<file path="src/rtl/lane_settle_monitor_if.sv">
// Bus bundle between a lane-array stimulus source and the settle monitor.
// master drives the lane samples and control; slave is the monitor.
interface lane_settle_monitor_if #(
    parameter int LANES = 1,
    parameter int CNTW  = 8
);
    logic [LANES-1:0] lane_in;
    logic [LANES-1:0] expect_val;
    logic             clear;
    logic             locked;
    logic             fail;
    logic [CNTW-1:0]  settle_cycles;
    logic [CNTW-1:0]  glitch_count;
    logic [LANES-1:0] mismatch_seen;

    modport master (
        output lane_in, expect_val, clear,
        input  locked, fail, settle_cycles, glitch_count, mismatch_seen
    );

    modport slave (
        input  lane_in, expect_val, clear,
        output locked, fail, settle_cycles, glitch_count, mismatch_seen
    );
endinterface

</file>
<file path="src/rtl/lane_settle_monitor.sv">
// Settle/lock checker for an array of lane flops: measures settle latency
// after reset, then counts drop-outs while locked; FAIL is sticky.

// Per-lane input register and sticky mismatch flag.
module lane_settle_lane (
    input  logic clk,
    input  logic reset,
    input  logic clear_i,
    input  logic lane_i,
    input  logic expect_i,
    input  logic upd_i,
    output logic diff_o,
    output logic seen_o
);
    logic lane_q;
    logic seen_q, seen_d;

    assign diff_o = lane_q ^ expect_i;
    assign seen_o = seen_q;

    always_comb begin
        seen_d = seen_q;
        if (clear_i)
            seen_d = 1'b0;
        else if (upd_i && diff_o)
            seen_d = 1'b1;
    end

    // lane_q keeps sampling during clear so the first post-clear compare is live
    always_ff @(posedge clk or posedge reset) begin
        if (reset) begin
            lane_q <= 1'b0;
            seen_q <= 1'b0;
        end else begin
            lane_q <= lane_i;
            seen_q <= seen_d;
        end
    end
endmodule

module lane_settle_monitor #(
    parameter int LANES     = 1,
    parameter int CNTW      = 8,
    parameter int TIMEOUT   = 16,
    parameter int RUN_LIMIT = 4
) (
    input  logic                  clk,
    input  logic                  reset,
    lane_settle_monitor_if.slave  bus
);
    localparam int RUNW = (RUN_LIMIT < 2) ? 1 : $clog2(RUN_LIMIT + 1);

    localparam logic [1:0] ST_SETTLE = 2'd0;
    localparam logic [1:0] ST_LOCKED = 2'd1;
    localparam logic [1:0] ST_FAIL   = 2'd2;

    logic [1:0]       state_q, state_d;
    logic [CNTW-1:0]  settle_q, settle_d;
    logic [CNTW-1:0]  glitch_q, glitch_d;
    logic [RUNW-1:0]  run_q, run_d;
    logic [LANES-1:0] diff;
    logic [LANES-1:0] seen;
    logic [CNTW-1:0]  settle_inc;
    logic [RUNW-1:0]  run_inc;
    logic             match;
    logic             in_locked;

    assign in_locked = (state_q == ST_LOCKED);

    for (genvar g = 0; g < LANES; g++) begin : g_lane
        lane_settle_lane u_lane (
            .clk      (clk),
            .reset    (reset),
            .clear_i  (bus.clear),
            .lane_i   (bus.lane_in[g]),
            .expect_i (bus.expect_val[g]),
            .upd_i    (in_locked),
            .diff_o   (diff[g]),
            .seen_o   (seen[g])
        );
    end

    assign match      = ~|diff;
    assign settle_inc = settle_q + 1'b1;
    assign run_inc    = run_q + 1'b1;

    always_comb begin
        state_d  = state_q;
        settle_d = settle_q;
        glitch_d = glitch_q;
        run_d    = run_q;
        if (bus.clear) begin
            state_d  = ST_SETTLE;
            settle_d = '0;
            glitch_d = '0;
            run_d    = '0;
        end else begin
            case (state_q)
                ST_SETTLE: begin
                    // a match on the timeout edge still locks
                    if (match)
                        state_d = ST_LOCKED;
                    else begin
                        settle_d = settle_inc;
                        if (settle_inc == CNTW'(TIMEOUT))
                            state_d = ST_FAIL;
                    end
                end
                ST_LOCKED: begin
                    if (match)
                        run_d = '0;
                    else begin
                        if (glitch_q != '1)
                            glitch_d = glitch_q + 1'b1;
                        run_d = run_inc;
                        if (run_inc == RUNW'(RUN_LIMIT))
                            state_d = ST_FAIL;
                    end
                end
                default: state_d = ST_FAIL;
            endcase
        end
    end

    always_ff @(posedge clk or posedge reset) begin
        if (reset) begin
            state_q  <= ST_SETTLE;
            settle_q <= '0;
            glitch_q <= '0;
            run_q    <= '0;
        end else begin
            state_q  <= state_d;
            settle_q <= settle_d;
            glitch_q <= glitch_d;
            run_q    <= run_d;
        end
    end

    assign bus.locked        = in_locked;
    assign bus.fail          = (state_q != ST_SETTLE) && (state_q != ST_LOCKED);
    assign bus.settle_cycles = settle_q;
    assign bus.glitch_count  = glitch_q;
    assign bus.mismatch_seen = seen;
endmodule

</file>
<file path="src/flat_wrapper.sv">
// flat-port wrapper written by rule: the top's interface ports become plain ports
module lane_settle_monitor_flat 
#(
    parameter int LANES     = 1,
    parameter int CNTW      = 8,
    parameter int TIMEOUT   = 16,
    parameter int RUN_LIMIT = 4
)
  (clk, reset, bus_lane_in, bus_expect_val, bus_clear, bus_locked, bus_fail, bus_settle_cycles, bus_glitch_count, bus_mismatch_seen);
  lane_settle_monitor_if #(.LANES(LANES), .CNTW(CNTW)) bus_i ();
  input  logic clk;
  input  logic reset;
  input wire logic [$bits(bus_i.lane_in)-1:0] bus_lane_in;
  input wire logic [$bits(bus_i.expect_val)-1:0] bus_expect_val;
  input wire logic [$bits(bus_i.clear)-1:0] bus_clear;
  output wire logic [$bits(bus_i.locked)-1:0] bus_locked;
  output wire logic [$bits(bus_i.fail)-1:0] bus_fail;
  output wire logic [$bits(bus_i.settle_cycles)-1:0] bus_settle_cycles;
  output wire logic [$bits(bus_i.glitch_count)-1:0] bus_glitch_count;
  output wire logic [$bits(bus_i.mismatch_seen)-1:0] bus_mismatch_seen;
  assign bus_i.lane_in = bus_lane_in;
  assign bus_i.expect_val = bus_expect_val;
  assign bus_i.clear = bus_clear;
  assign bus_locked = bus_i.locked;
  assign bus_fail = bus_i.fail;
  assign bus_settle_cycles = bus_i.settle_cycles;
  assign bus_glitch_count = bus_i.glitch_count;
  assign bus_mismatch_seen = bus_i.mismatch_seen;
  lane_settle_monitor #(.LANES(LANES), .CNTW(CNTW), .TIMEOUT(TIMEOUT), .RUN_LIMIT(RUN_LIMIT)) u_core (.clk(clk), .reset(reset), .bus(bus_i));
endmodule
</file>
<file path="config.mk">
export PLATFORM = sky130hd
export DESIGN_NAME = lane_settle_monitor_flat
export DESIGN_NICKNAME = d
export VERILOG_FILES = /design/src/rtl/lane_settle_monitor_if.sv /design/src/rtl/lane_settle_monitor.sv /design/src/flat_wrapper.sv
export SDC_FILE = /design/constraint.sdc
export NUM_CORES = 1
export LEC_CHECK = 0
export CAP_MARGIN = 20
export CORE_ASPECT_RATIO = 1.5
export CORE_UTILIZATION = 50
export CTS_CLUSTER_DIAMETER = 30
export CTS_CLUSTER_SIZE = 25
export DETAILED_ROUTE_END_ITERATION = 7
export HOLD_SLACK_MARGIN = 0.06
export PLACE_DENSITY = 0.81
export SYNTH_ARGS = -nofsm -noshare
export SYNTH_HDL_FRONTEND = slang
export SYNTH_HIERARCHICAL = 1
export SYNTH_SLANG_ARGS = --single-unit
</file>
<file path="constraint.sdc">
create_clock -name clk -period 3.3 [get_ports clk]
set_input_delay 0.66 -clock clk [delete_from_list [all_inputs] [get_ports clk]]
set_output_delay 0.66 -clock clk [all_outputs]
set_load 0.005 [all_outputs]
</file>
# == Word-level counts from Yosys, hierarchy flattened ==
# Cells that the tools add are included.
# W data, S select, Z words.
# word_totals
register_bits,23
out_inout_bits,19
# classes
n_addsub,3
n_eq_ne,8
muxes,18
n_bitwise,1
n_reduce_logical,12
# op_table
cell,n
$mux W8,7
$add A8 B1 Y8 const B,2
$reduce_bool A2 Y1,6
$mux W2,5
$mux W3,3
$eq A8 B5 Y1 const B,1
$ne A8 B8 Y1 const B,1
$ne A3 B2 Y1 const B,2
$reduce_and A3 Y1,2
$ne A4 B3 Y1 const B,1
$pmux W2 S2,1
$add A3 B1 Y3 const B,1
$eq A3 B3 Y1 const B,1
$eq A2 B1 Y1 const B,1
$logic_and A1 B1 Y1,2
$logic_not A2 Y1,1
$mux W1,2
$ne A2 B1 Y1 const B,1
$reduce_and A2 Y1,1
$xor A1 B1 Y1,1

# == Depth between registers and ports, before layout ==
# depth
depth_word,6
mapped_depth,6
mapped_depth_nobuf,5

# == By module ==
# The synthesis kept the hierarchy.
# modules_own_cells
module,instances,cells_each,area_per_inst_um2
lane_settle_monitor,1,120,1156.1
lane_settle_lane,1,7,81.3

# == Worst setup path before layout ==
# No wires, ideal clock.
# synth_path
kind,in2reg
start,input bus_expect_val
end,register u_core.settle_q[7] (netlist: u_core/bus.settle_cycles[7])
arrival_ps,1885
required_ps,3171
slack_ps,1286
path_stages,6
n_path_buf,1
path_cell_list,xor2_1 -> or3b_1 -> buf_6 -> nor4_4 -> xnor2_1 -> nor2_1
# synth_via
elab_chain_cells,3
# synth_rtl
item,line_no,text
from (decl),flat_wrapper.sv:14,input wire logic [$bits(bus_i.expect_val)-1:0] bus_expect_val;
$xor A1 B1 Y1,lane_settle_monitor.sv:18,assign diff_o = lane_q ^ expect_i;
$reduce_bool A2 Y1 (no line),-,
$reduce_and A2 Y1 (no line),-,
to (signal assigned),lane_settle_monitor.sv:133,settle_q <= settle_d;
to (decl),lane_settle_monitor.sv:58,"logic [CNTW-1:0] settle_q, settle_d;"
# Every way passes these cells.
# A chain may end at the register's enable or synchronous reset.

# == Worst setup path after layout ==
# layout_path
start,input bus_expect_val
end,register u_core.settle_q[6] (netlist: u_core/bus.settle_cycles[6])
# layout_via
elab_chain_cells,3
# layout_rtl
item,line_no,text
$xor A1 B1 Y1,lane_settle_monitor.sv:18,
net u_core.diff,lane_settle_monitor.sv:61,logic [LANES-1:0] diff;
$reduce_bool A2 Y1 (no line),-,
$reduce_and A2 Y1 (no line),-,
# The timed path passes the listed nets, and every way through them passes these cells.

==> impl_metrics.py <==
metrics = {
    "status": {
        "status": "finished, final reports clean",
    },
    "clocking": {
        "h-tree-depth": 1,
        "root_buffer": "clkbuf_4",
        "cts_setup_buffers": 0,
        "clkSinkCount": 23,
        "holdBufCountCts": 0,
        "numCtsBuffers": 3,
        "clkSlewWorstSetupHoldPaths_ns": 0.13,
        "cts_tree": "yes",
        "clk-insertion-delay-late_ns": 0.32,
        "clockBufferDepth": 2,
        "cts_resized": 0,
    },
    "sta": {
        "fmax_ghz": 0.426,
        "grt_setup_unrepaired": "false",
        "slew_headroom_pct": 42.5,
        "skew_ns": 0.00888,
        "setup_viol": 0,
        "drv_slew": 0,
        "worst_slew_pin_slew_ns": 0.860,
        "fin_setup_tns_ns": 0,
        "min_period_ns": 2.35,
        "final-hold-violation-count": 0,
        "finalCritPeriodShare_pct": 71.1,
    },
    "grt": {
        "antenna_found_initial": 0,
        "grt_usage_pct": 20.9,
        "grt_pass1_vias": 1019,
        "gr-total-overflow": 0,
        "grt_pass1_wl_um": 4400,
        "grt_max_degree": 25,
    },
    "critical_path": {
        "crit_fanout": 7,
        "crit_path_start_kind": "primary input",
        "end_kind": "register",
        "rrSetupSlack_ns": 1.37,
        "worst_ep_required_time_ns": 3.48,
        "worstSetupPathType": "primary input to register",
        "arrival_ns": 2.52,
    },
    "floorplanning": {
        "num_rows": 21,
        "dieArea_um2": 2680,
        "die_y_um": 62.9,
        "start_util_pct": 54.1,
        "fp.dieW_um": 42.6,
        "io_pins": 24,
        "coreArea_um2": 2290,
    },
    "drt": {
        "drt_iter0_markers": 28,
        "vias": 989,
        "drc_errors": 0,
        "ant_nets": 0,
        "dr.pass1.iters": 3,
        "vias_per_cell": 5.72,
        "wire_per_inst_um": 14.7,
        "wl_um": 2550,
    },
    "pwr": {
        "p_leak_nw": 0.648,
        "power_density_nw_per_um2": 350,
        "vdd_ir_drop_max_mv": 0.272,
        "p_clk_share_pct": 25.4,
        "power.internal_uw": 382,
        "power_switching_uw": 145,
        "swShare_pct": 27.5,
        "comb_power_share_pct": 16.2,
        "seqPwrFrac_pct": 58.4,
    },
    "synthesis": {
        "ys_seq_area_share_pct": 46.5,
        "synth_fa_ha_area_share_pct": 4.04,
        "yosysTopAreaCell": "dfrtp_1",
        "synth_top_family_by_area": "simple AND/OR/NAND/NOR gates",
        "ys_ff_latch": 23,
        "synth_top_area_share_pct": 46.5,
        "avgSynthCellArea_um2": 9.74,
        "syn_area_um2": 1240,
        "synth_cells": 127,
        "synth.distinct_cells": 33,
        "synth_area_leaders": "dfrtp_1 47%, xor2_1 6.4%, nor2_1 4.9%",
        "synthSimpleGateAreaFrac_pct": 21.0,
        "synth_warnings": 6,
        "synth.area.mux_share_pct": 1.62,
        "synth-compound-area-share_pct": 11.9,
        "syn-num-nets": 136,
        "synthXorXnorAreaFrac_pct": 9.91,
    },
    "finish": {
        "fin_util_pct": 65.7,
        "layout.cells.non_filler": 173,
        "diodes": 0,
        "drive_gt1_share_pct": 4.67,
        "nets": 160,
        "syn2layout_area_growth_pct": 21.4,
    },
    "placement": {
        "portBuffers": 23,
        "placed_cells": 169,
        "place_hpwl_um": 1880,
        "gp_congestion": 0.781,
    },
    "flow_run": {
        "cap_violations": 0,
    },
    "worst_hold_path": {
        "hold_path.class": "primary input to async pin",
    },
}
## power by group through the flow
stage / sequential (mW) / combinational [mW] / clock [mW]
after floorplan: 0.310 / 0.0525 / 0
after global placement: 0.312 / 0.0828 / 0
after detailed placement: 0.313 / 0.0857 / 0
after CTS: 0.307 / 0.0862 / 0.137
after global routing: 0.309 / 0.0949 / 0.144
final: 0.307 / 0.0854 / 0.134
## metrics by stage
step / worst slack (ns) / instance area, um2 / hold WS (ns) / total power [mW]
floorplan: 1.29 / 1240 / 0.401 / 0.363
global placement: 0.683 / 1470 / 0.500 / 0.394
detailed placement: 0.602 / 1470 / 0.537 / 0.398
CTS: 0.950 / 1500 / 0.502 / 0.530
global route: 0.755 / 1500 / 0.508 / 0.548
finish: 0.953 / 1500 / 0.505 / 0.526
## layout make-up
class / count / area, um2
Fill cell: 195 / 783
Multi-Input combinational cell: 91 / 601
Sequential cell: 23 / 576
Inverter: 8 / 30.0
Timing Repair Buffer: 24 / 238
Tap cell: 23 / 28.8
Clock inverter: 1 / 7.51
Clock buffer: 3 / 22.5
## cells in the final DEF (no fill, tap or decap), types with 2 or more instances in the layout
cell type        count
o2111ai_1            3
a21oi_1              7
and2_1               2
nor3_1               2
dfrtp_1             23
clkbuf_4             3
xnor2_1              5
o21ai_0              7
mux2i_1              2
clkdlybuf4s50_1     23
nor2_1              16
nor3b_1              2
inv_1                8
nor2b_1              3
o211ai_1             2
nand4_1              2
nand2_1              8
xor2_1               9
nand3_1              4
ha_1                 4
and3_1               2
## worst paths after layout
kind,endpoint,startpoint,depth (start not counted)
max,u_core/bus.settle_cycles[6]$_DFFE_PP0P_,bus_expect_val,6
min,u_core/g_lane[0].u_lane/lane_q$_DFF_PP0_,reset,2
max reg2reg,u_core/bus.settle_cycles[6]$_DFFE_PP0P_,u_core/g_lane[0].u_lane/lane_q$_DFF_PP0_,5
min reg2reg,u_core/bus.glitch_count[7]$_DFFE_PP0P_,u_core/bus.glitch_count[7]$_DFFE_PP0P_,1
max in group asynchronous,u_core/bus.settle_cycles[4]$_DFFE_PP0P_,reset,2
min in group clk,u_core/bus.glitch_count[7]$_DFFE_PP0P_,u_core/bus.glitch_count[7]$_DFFE_PP0P_,1
## layer usage
metal  up-vias  global-route usage, %  part of all wire (%)
met1       482                   23.7                    41
li1        481                      -                     -
met2        20                   38.1                    55
met4         0                   8.98                   1.6
met3         6                   2.02                   2.8
met5         -                      0                     0
## cell usage after synthesis
master and instances:
o41ai_1 1, nor3b_1 2, and4b_1 1, nor4_4 1, nor3_1 2, clkbuf_1 3
nand3_1 4, o31a_1 1, xor2_1 9, a22o_1 1, a21oi_1 7, ha_1 4
nand2b_1 1, or3b_1 1, o211ai_1 2, inv_1 8, and2_1 2, xnor2_1 5
mux2i_1 2, o21ai_0 7, dfrtp_1 23, dlygate4sd1_1 1, nand4_1 2, nor2b_1 3
o311a_1 1, nand2_1 8, nor2_1 16, o2111ai_1 3, buf_6 1, nor4_1 1
or3_1 1, and3_1 2, and3b_2 1
## flip-flops by register name (all words and copies together), names as in the netlist
register and count:
u_core/state_q 2, u_core/bus.glitch_count 8, u_core/g_lane.u_lane/lane_q 1, u_core/bus.settle_cycles 8, u_core/run_q 3, u_core/g_lane.u_lane/seen_o 1
## critical path, cell delays in order
cell	delay (ns)
clkdlybuf4s50_1	0.47
xor2_1	0.37
or3b_1	0.52
nor3_1	0.30
xnor2_1	0.16
nor2_1	0.05
## logic make-up after synthesis
logic type | after synthesis
simple gates | 48
fa+ha+maj | 4
compound gates | 23
buf+inv | 13
flops | 23
mux | 2
xor+xnor | 14
(Power assumes the default switching activity.)
